File: src/rtl/layer1_sequencer_if.sv
// Handshake and control bundle between the layer controller, the layer-1
// sequencer and the layer-1 datapath (weight ROM, picture ROM, enables).
interface layer1_sequencer_if #(
    parameter int ADDR_W = 14
) ();
    logic              start;
    logic              load_wt;
    logic [ADDR_W-1:0] img_base;
    logic              busy;
    logic              done;
    logic              wt_rd;
    logic [5:0]        wt_addr;
    logic              wt_we;
    logic [5:0]        wt_idx;
    logic              pix_rd;
    logic [ADDR_W-1:0] pix_addr;
    logic              pix_vld;
    logic              conv_en;
    logic              pool_buf_en;
    logic              pool_en;
    logic [7:0]        pool_idx;

    // Controller / stimulus side
    modport master (
        output start, load_wt, img_base,
        input  busy, done, wt_rd, wt_addr, wt_we, wt_idx, pix_rd, pix_addr,
               pix_vld, conv_en, pool_buf_en, pool_en, pool_idx
    );

    // Sequencer side
    modport slave (
        input  start, load_wt, img_base,
        output busy, done, wt_rd, wt_addr, wt_we, wt_idx, pix_rd, pix_addr,
               pix_vld, conv_en, pool_buf_en, pool_en, pool_idx
    );
endinterface

File: src/rtl/layer1_sequencer.sv
// Layer-1 sequencer: optional weight load, one-pixel-per-cycle image stream,
// and conv / pooling enables derived from per-pixel row/column tags carried
// down shift registers matched to the datapath latencies.
module layer1_sequencer #(
    parameter int IMG_W    = 30,
    parameter int IMG_H    = 30,
    parameter int K        = 3,
    parameter int NUM_WT   = 60,
    parameter int ADDR_W   = 14,
    parameter int RD_LAT   = 1,
    parameter int BUF_LAT  = 1,
    parameter int CONV_LAT = 1,
    parameter int POOL_LAT = 1
) (
    input logic                clk,
    input logic                rst_n,
    layer1_sequencer_if.slave  bus
);
    localparam int CW     = (IMG_W > 1) ? $clog2(IMG_W) : 1;
    localparam int RW     = (IMG_H > 1) ? $clog2(IMG_H) : 1;
    localparam int CONV_D = RD_LAT + BUF_LAT;
    localparam int POOL_D = CONV_D + CONV_LAT + POOL_LAT;
    localparam int POOL_N = ((IMG_W - K + 1) / 2) * ((IMG_H - K + 1) / 2);

    localparam logic [CW-1:0] C_LAST    = CW'(IMG_W - 1);
    localparam logic [CW-1:0] C_FIRST   = CW'(K - 1);
    localparam logic [RW-1:0] R_LAST    = RW'(IMG_H - 1);
    localparam logic [RW-1:0] R_FIRST   = RW'(K - 1);
    localparam logic [5:0]    WT_LAST   = 6'(NUM_WT - 1);
    localparam logic [7:0]    POOL_LAST = 8'(POOL_N - 1);

    typedef enum logic [1:0] {
        S_IDLE   = 2'd0,
        S_LOAD   = 2'd1,
        S_STREAM = 2'd2,
        S_DRAIN  = 2'd3
    } state_t;

    state_t              state_q, state_d;
    logic [ADDR_W-1:0]   base_q, base_d;
    logic [RW-1:0]       r_q, r_d;
    logic [CW-1:0]       c_q, c_d;
    logic                wt_rd_q, wt_rd_d;
    logic [5:0]          wt_addr_q, wt_addr_d;
    logic                pix_rd_q, pix_rd_d;
    logic [ADDR_W-1:0]   pix_addr_q, pix_addr_d;
    logic                busy_q, busy_d;
    logic                done_q, done_d;
    logic [7:0]          pool_idx_q, pool_idx_d;

    // Latency-matching shift registers (stage 0 is one cycle behind its source)
    logic [RD_LAT-1:0]          vld_sr_q, vld_sr_d;
    logic [RD_LAT-1:0]          we_sr_q, we_sr_d;
    logic [RD_LAT-1:0][5:0]     idx_sr_q, idx_sr_d;
    logic [CONV_D-1:0]          conv_sr_q, conv_sr_d;
    logic [CONV_LAT-1:0]        pbuf_sr_q, pbuf_sr_d;
    logic [POOL_D-1:0]          pool_sr_q, pool_sr_d;

    logic [RD_LAT:0]            vld_tmp_s, we_tmp_s;
    logic [RD_LAT:0][5:0]       idx_tmp_s;
    logic [CONV_D:0]            conv_tmp_s;
    logic [CONV_LAT:0]          pbuf_tmp_s;
    logic [POOL_D:0]            pool_tmp_s;

    logic [RW-1:0]  orow_s;
    logic [CW-1:0]  ocol_s;
    logic           tag_s, odd_s, pool_next_s, last_pix_s;
    logic [7:0]     pool_cnt_s;

    // Per-pixel tags: inside the valid conv window, and at an odd output coordinate
    always_comb begin
        orow_s      = r_q - R_FIRST;
        ocol_s      = c_q - C_FIRST;
        tag_s       = pix_rd_q && (r_q >= R_FIRST) && (c_q >= C_FIRST);
        odd_s       = tag_s && orow_s[0] && ocol_s[0];
        last_pix_s  = (r_q == R_LAST) && (c_q == C_LAST);
        pool_cnt_s  = pool_idx_q + {7'd0, pool_sr_q[POOL_D-1]};
    end

    // Tag and ROM-latency shift registers advance one stage every cycle
    always_comb begin
        vld_tmp_s  = {vld_sr_q, pix_rd_q};
        we_tmp_s   = {we_sr_q, wt_rd_q};
        idx_tmp_s  = {idx_sr_q, wt_addr_q};
        conv_tmp_s = {conv_sr_q, tag_s};
        pbuf_tmp_s = {pbuf_sr_q, conv_sr_q[CONV_D-1]};
        pool_tmp_s = {pool_sr_q, odd_s};
        vld_sr_d   = vld_tmp_s[RD_LAT-1:0];
        we_sr_d    = we_tmp_s[RD_LAT-1:0];
        idx_sr_d   = idx_tmp_s[RD_LAT-1:0];
        conv_sr_d  = conv_tmp_s[CONV_D-1:0];
        pbuf_sr_d  = pbuf_tmp_s[CONV_LAT-1:0];
        pool_sr_d  = pool_tmp_s[POOL_D-1:0];
        pool_next_s = pool_sr_d[POOL_D-1];
    end

    // FSM next state, ROM addressing, pixel row/column counters and done
    always_comb begin
        state_d    = state_q;
        base_d     = base_q;
        r_d        = r_q;
        c_d        = c_q;
        wt_rd_d    = 1'b0;
        wt_addr_d  = 6'd0;
        pix_rd_d   = 1'b0;
        pix_addr_d = {ADDR_W{1'b0}};
        done_d     = 1'b0;
        pool_idx_d = pool_cnt_s;
        case (state_q)
            S_IDLE: begin
                if (bus.start) begin
                    base_d     = bus.img_base;
                    r_d        = {RW{1'b0}};
                    c_d        = {CW{1'b0}};
                    pool_idx_d = 8'd0;
                    if (bus.load_wt) begin
                        state_d   = S_LOAD;
                        wt_rd_d   = 1'b1;
                    end else begin
                        state_d    = S_STREAM;
                        pix_rd_d   = 1'b1;
                        pix_addr_d = bus.img_base;
                    end
                end else begin
                    state_d = S_IDLE;
                end
            end
            S_LOAD: begin
                if (wt_addr_q == WT_LAST) begin
                    state_d    = S_STREAM;
                    pix_rd_d   = 1'b1;
                    pix_addr_d = base_q;
                end else begin
                    wt_rd_d   = 1'b1;
                    wt_addr_d = wt_addr_q + 6'd1;
                end
            end
            S_STREAM: begin
                if (last_pix_s) begin
                    state_d = S_DRAIN;
                end else begin
                    pix_rd_d   = 1'b1;
                    pix_addr_d = pix_addr_q + {{(ADDR_W-1){1'b0}}, 1'b1};
                    if (c_q == C_LAST) begin
                        c_d = {CW{1'b0}};
                        r_d = (r_q == R_LAST) ? r_q : r_q + {{(RW-1){1'b0}}, 1'b1};
                    end else begin
                        c_d = c_q + {{(CW-1){1'b0}}, 1'b1};
                    end
                end
            end
            S_DRAIN: begin
                // done rides with the final pool_en; IDLE follows once it has been issued
                if (done_q) begin
                    state_d = S_IDLE;
                end else if (pool_next_s && (pool_cnt_s == POOL_LAST)) begin
                    done_d = 1'b1;
                end else begin
                    done_d = 1'b0;
                end
            end
            default: begin
                state_d = S_IDLE;
            end
        endcase
        busy_d = (state_d != S_IDLE);
    end

    // State, counters and registered outputs; asynchronous abort on rst_n
    always_ff @(posedge clk or negedge rst_n) begin
        if (!rst_n) begin
            state_q    <= S_IDLE;
            base_q     <= {ADDR_W{1'b0}};
            r_q        <= {RW{1'b0}};
            c_q        <= {CW{1'b0}};
            wt_rd_q    <= 1'b0;
            wt_addr_q  <= 6'd0;
            pix_rd_q   <= 1'b0;
            pix_addr_q <= {ADDR_W{1'b0}};
            busy_q     <= 1'b0;
            done_q     <= 1'b0;
            pool_idx_q <= 8'd0;
            vld_sr_q   <= '0;
            we_sr_q    <= '0;
            idx_sr_q   <= '0;
            conv_sr_q  <= '0;
            pbuf_sr_q  <= '0;
            pool_sr_q  <= '0;
        end else begin
            state_q    <= state_d;
            base_q     <= base_d;
            r_q        <= r_d;
            c_q        <= c_d;
            wt_rd_q    <= wt_rd_d;
            wt_addr_q  <= wt_addr_d;
            pix_rd_q   <= pix_rd_d;
            pix_addr_q <= pix_addr_d;
            busy_q     <= busy_d;
            done_q     <= done_d;
            pool_idx_q <= pool_idx_d;
            vld_sr_q   <= vld_sr_d;
            we_sr_q    <= we_sr_d;
            idx_sr_q   <= idx_sr_d;
            conv_sr_q  <= conv_sr_d;
            pbuf_sr_q  <= pbuf_sr_d;
            pool_sr_q  <= pool_sr_d;
        end
    end

    assign bus.busy        = busy_q;
    assign bus.done        = done_q;
    assign bus.wt_rd       = wt_rd_q;
    assign bus.wt_addr     = wt_addr_q;
    assign bus.wt_we       = we_sr_q[RD_LAT-1];
    assign bus.wt_idx      = idx_sr_q[RD_LAT-1];
    assign bus.pix_rd      = pix_rd_q;
    assign bus.pix_addr    = pix_addr_q;
    assign bus.pix_vld     = vld_sr_q[RD_LAT-1];
    assign bus.conv_en     = conv_sr_q[CONV_D-1];
    assign bus.pool_buf_en = pbuf_sr_q[CONV_LAT-1];
    assign bus.pool_en     = pool_sr_q[POOL_D-1];
    assign bus.pool_idx    = pool_idx_q;
endmodule

File: src/flat_wrapper.sv
// flat-port wrapper written by rule: the top's interface ports become plain ports
module layer1_sequencer_flat 
#(
    parameter int IMG_W    = 30,
    parameter int IMG_H    = 30,
    parameter int K        = 3,
    parameter int NUM_WT   = 60,
    parameter int ADDR_W   = 14,
    parameter int RD_LAT   = 1,
    parameter int BUF_LAT  = 1,
    parameter int CONV_LAT = 1,
    parameter int POOL_LAT = 1
)
  (clk, rst_n, bus_start, bus_load_wt, bus_img_base, bus_busy, bus_done, bus_wt_rd, bus_wt_addr, bus_wt_we, bus_wt_idx, bus_pix_rd, bus_pix_addr, bus_pix_vld, bus_conv_en, bus_pool_buf_en, bus_pool_en, bus_pool_idx);
  layer1_sequencer_if #(.ADDR_W(ADDR_W)) bus_i ();
  input logic clk;
  input logic rst_n;
  input wire logic [$bits(bus_i.start)-1:0] bus_start;
  input wire logic [$bits(bus_i.load_wt)-1:0] bus_load_wt;
  input wire logic [$bits(bus_i.img_base)-1:0] bus_img_base;
  output wire logic [$bits(bus_i.busy)-1:0] bus_busy;
  output wire logic [$bits(bus_i.done)-1:0] bus_done;
  output wire logic [$bits(bus_i.wt_rd)-1:0] bus_wt_rd;
  output wire logic [$bits(bus_i.wt_addr)-1:0] bus_wt_addr;
  output wire logic [$bits(bus_i.wt_we)-1:0] bus_wt_we;
  output wire logic [$bits(bus_i.wt_idx)-1:0] bus_wt_idx;
  output wire logic [$bits(bus_i.pix_rd)-1:0] bus_pix_rd;
  output wire logic [$bits(bus_i.pix_addr)-1:0] bus_pix_addr;
  output wire logic [$bits(bus_i.pix_vld)-1:0] bus_pix_vld;
  output wire logic [$bits(bus_i.conv_en)-1:0] bus_conv_en;
  output wire logic [$bits(bus_i.pool_buf_en)-1:0] bus_pool_buf_en;
  output wire logic [$bits(bus_i.pool_en)-1:0] bus_pool_en;
  output wire logic [$bits(bus_i.pool_idx)-1:0] bus_pool_idx;
  assign bus_i.start = bus_start;
  assign bus_i.load_wt = bus_load_wt;
  assign bus_i.img_base = bus_img_base;
  assign bus_busy = bus_i.busy;
  assign bus_done = bus_i.done;
  assign bus_wt_rd = bus_i.wt_rd;
  assign bus_wt_addr = bus_i.wt_addr;
  assign bus_wt_we = bus_i.wt_we;
  assign bus_wt_idx = bus_i.wt_idx;
  assign bus_pix_rd = bus_i.pix_rd;
  assign bus_pix_addr = bus_i.pix_addr;
  assign bus_pix_vld = bus_i.pix_vld;
  assign bus_conv_en = bus_i.conv_en;
  assign bus_pool_buf_en = bus_i.pool_buf_en;
  assign bus_pool_en = bus_i.pool_en;
  assign bus_pool_idx = bus_i.pool_idx;
  layer1_sequencer #(.IMG_W(IMG_W), .IMG_H(IMG_H), .K(K), .NUM_WT(NUM_WT), .ADDR_W(ADDR_W), .RD_LAT(RD_LAT), .BUF_LAT(BUF_LAT), .CONV_LAT(CONV_LAT), .POOL_LAT(POOL_LAT)) u_core (.clk(clk), .rst_n(rst_n), .bus(bus_i));
endmodule
File: config.mk
export PLATFORM = sky130hd
export DESIGN_NAME = layer1_sequencer_flat
export DESIGN_NICKNAME = d
export VERILOG_FILES = /design/src/rtl/layer1_sequencer_if.sv /design/src/rtl/layer1_sequencer.sv /design/src/flat_wrapper.sv
export SDC_FILE = /design/constraint.sdc
export NUM_CORES = 1
export LEC_CHECK = 0
export ABC_AREA = 1
export CAP_MARGIN = 25
export CORE_UTILIZATION = 45
export DETAILED_ROUTE_END_ITERATION = 10
export GPL_ROUTABILITY_DRIVEN = 0
export GPL_TIMING_DRIVEN = 0
export PLACE_DENSITY = 0.74
export SYNTH_ARGS = -nofsm -noshare
export SYNTH_HDL_FRONTEND = slang
export SYNTH_SLANG_ARGS = --single-unit
File: constraint.sdc
create_clock -name clk -period 2.1 [get_ports clk]
set_input_delay 0.315 -clock clk [delete_from_list [all_inputs] [get_ports clk]]
set_output_delay 0.315 -clock clk [all_outputs]
set_load 0.05 [all_outputs]
==> impl_metrics.tcl <==
set metrics [dict create \
    avgViaCountPerCell 4.93 \
    synth_compound_area_share_pct 6.55 \
    ant_nets 0 \
    overflow 0 \
    dr.pass1.iters 4 \
    cts_sinks 73 \
    synth_common_cells "nand2_1 (113), dfrtp_1 (73), inv_1 (45), nand3_1 (45), nor2_1 (35)" \
    grt_start_max_net_pins 66 \
    cts_buffer_depth 2 \
    clock.fmax_mhz 507 \
    dp_hpwl_mm 5.35 \
    synth_cells 407 \
    area_growth_pct 26.9 \
    tightest_slew_ns 0.538 \
    synthAdderAreaFrac_pct 3.52 \
    synth-async-reset-ratio_pct 100 \
    routed_wl_mm 7.37 \
    start_util_pct 46.2 \
    ys_seq_area_share_pct 51.4 \
    finClkSkew_ns 0.00822 \
    finalMaxSlewViolations 0 \
    synth-xor-area-share_pct 1.73 \
    yosysMostFrequentCell "nand2_1" \
    chipHeight_um 90.9 \
    outcome "finished clean" \
    port_buffers 60 \
    via_count 2894 \
    finalHoldViolCount 0 \
    cpPeakStageDelay_ns 0.85 \
    final.min_clock_period_ns 1.97 \
    htree_levels 3 \
    avgSynthCellArea_um2 8.73 \
    vdd_drop_max_v 0.000300 \
    path_delay_family "buffers and inverters" \
    die_area_um2 8260 \
    synthMuxAreaShare_pct 0 \
    grt_pass1_wl_mm 12.4 \
    die_x_um 90.9 \
    cp_cell_sequence "clkdlybuf4s50_1" \
    rsz0062_at_grt "false" \
    drtIter0Drc 143 \
    grt_antenna_before_repair 0 \
    postCtsSetupRepairBufs 0 \
    cts_tree "done" \
    cts-resized-gates 0 \
    yosys.area_share.simple_pct 29.5 \
    synthTopCellsByArea "dfrtp_1 (51%), nand2_1 (12%), nand3_1 (6.3%)" \
    cp.arrival_ns 1.66 \
    clk_latency_ns 0.34 \
    drive_gt1_share_pct 12.0 \
    syn_nets 435 \
    numCtsBuffers 9 \
    cts-root-buf "clkbuf_8" \
    synth_top_family_by_area "simple AND/OR/NAND/NOR gates" \
    worst_setup_path_start_kind "flop" \
    drv_cap 0 \
    track_usage_pct 19.2 \
    relSlewSlack_pct 64.0 \
    path_class "flop to output pin" \
    setup_viol 0 \
    drc_errors 0 \
    syn-cell-area_um2 3550 \
    required_ns 1.78 \
    cp_slowest_cell "clkdlybuf4s50_1" \
    ys_types 34 \
    end_kind "output pin" \
    p_per_area_nw_per_um2 562 \
    avgRoutedWirePerCell_um 12.6 \
    hold_class "input pin to asynchronous set/reset pin" \
    synth_seq_cells 73 \
    fin_crit_sh_pct 93.8 \
    ctsHoldBuffers 1 \
    yosys.area.top_type "dfrtp_1" \
    core-area_um2 7690 \
    row_count 32 \
    synth_edf_count 0 \
    grt_pass1_vias 2649 \
    holdWs_ns 0.339 \
    yosys_warnings 0 \
    cp_num_buf_inv 1 \
    nets 508 \
    yosys.area.top_type_share_pct 51.4 \
    utilization_pct 58.7 \
    p_leak_nw 2.23 \
    io_pins 61 \
    clkSlewWorstSetupHoldPaths_ns 0.08 \
    synth_ff_type "dfrtp_1" \
    diodes 0 \
    path_max_fanout 6 \
]
## power by group
part	internal [mW]	leakage (nW)	switching (mW)
Combinational	0.0345	1.23	0.0423
Clock	0.556	0.102	0.499
Sequential	1.40	0.897	0
Total	2.00	2.23	0.541
## state kept, by name, summed over array words and instances (netlist names)
register	cells
u_core.base_q	14
u_core.bus.pix_addr	14
u_core.bus.pool_idx	8
u_core.bus.wt_addr	6
u_core.bus.wt_idx	6
u_core.c_q	5
u_core.r_q	5
u_core.pool_sr_q	4
u_core.conv_sr_q	2
u_core.state_q	2
u_core.bus.busy	1
u_core.bus.done	1
u_core.bus.pix_rd	1
u_core.bus.pix_vld	1
u_core.bus.pool_buf_en	1
u_core.bus.wt_rd	1
u_core.bus.wt_we	1
## path summary, 6_finish.rpt
kind                                             startpoint                                 to  slack [ns]  depth (start not counted)
hold reg to reg               u_core.pool_sr_q[1]$_DFF_PN0_      u_core.pool_sr_q[2]$_DFF_PN0_        0.35                          0
max in group asynchronous                             rst_n  u_core.bus.pix_addr[13]$_DFF_PN0_        1.21                          3
setup reg to reg                  u_core.c_q[1]$_DFFE_PN0P_   u_core.bus.pix_addr[7]$_DFF_PN0_        0.48                         10
min in group clk              u_core.pool_sr_q[1]$_DFF_PN0_      u_core.pool_sr_q[2]$_DFF_PN0_        0.35                          0
hold / removal                                        rst_n  u_core.bus.pix_addr[10]$_DFF_PN0_        0.34                          2
setup / recovery           u_core.bus.pix_addr[6]$_DFF_PN0_                    bus_pix_addr[6]        0.13                          1
## metrics by stage
step	std cells	power, mW	setup WS, ns	cell area (um2)	TNS [ns]
floorplan	407	1.43	0.378	3550	0
global placement	569	1.50	-1.80	4280	-131.34
detailed placement	570	1.51	0.387	4310	0
CTS	587	2.56	0.131	4510	0
global route	587	2.63	0.0999	4510	0
finish	587	2.54	0.129	4510	0
## kinds of logic (layout without fill, tap and decap cells)
logic type / after synthesis / after routing
and+or+nand+nor: 227 / 227
xor gates and xnor gates: 7 / 7
AOI/OAI and AO/OA: 32 / 32
buffers and inverters: 58 / 136
adders and majority gates: 10 / 10
DFF: 73 / 73
## placed cells by master (no fill, tap or decap), types with 4 or more instances in the layout
| cell | count |
|---|---|
| xor2_1 | 6 |
| inv_2 | 5 |
| dfrtp_1 | 73 |
| o21ai_0 | 12 |
| nand2_2 | 6 |
| clkbuf_8 | 13 |
| nor2_1 | 35 |
| o21ai_2 | 4 |
| nand3_1 | 45 |
| nand2_1 | 113 |
| nand4_1 | 8 |
| ha_1 | 10 |
| clkdlybuf4s50_1 | 59 |
| inv_1 | 45 |
| nor3_1 | 9 |
| buf_6 | 4 |
## area by class of cell
type,instances,area [um2]
sequential,73,1830
multi-input combinational,276,1470
clock inverter,2,10.0
clock buffer,14,183
inverter,52,199
fill,680,3180
timing repair buffer,62,636
tap,102,128
buffer,6,60.1
## metal layers
| metal | up-vias | share of wire (%) | track usage [%] |
|---|---|---|---|
| met1 | 1386 | 47 | 25.7 |
| li1 | 1448 | - | - |
| met2 | 49 | 47 | 30.1 |
| met3 | 11 | 4.1 | 3.70 |
| met5 | - | 0 | 0 |
| met4 | 0 | 1.7 | 9.13 |
Power figures use the tool's default switching activity.
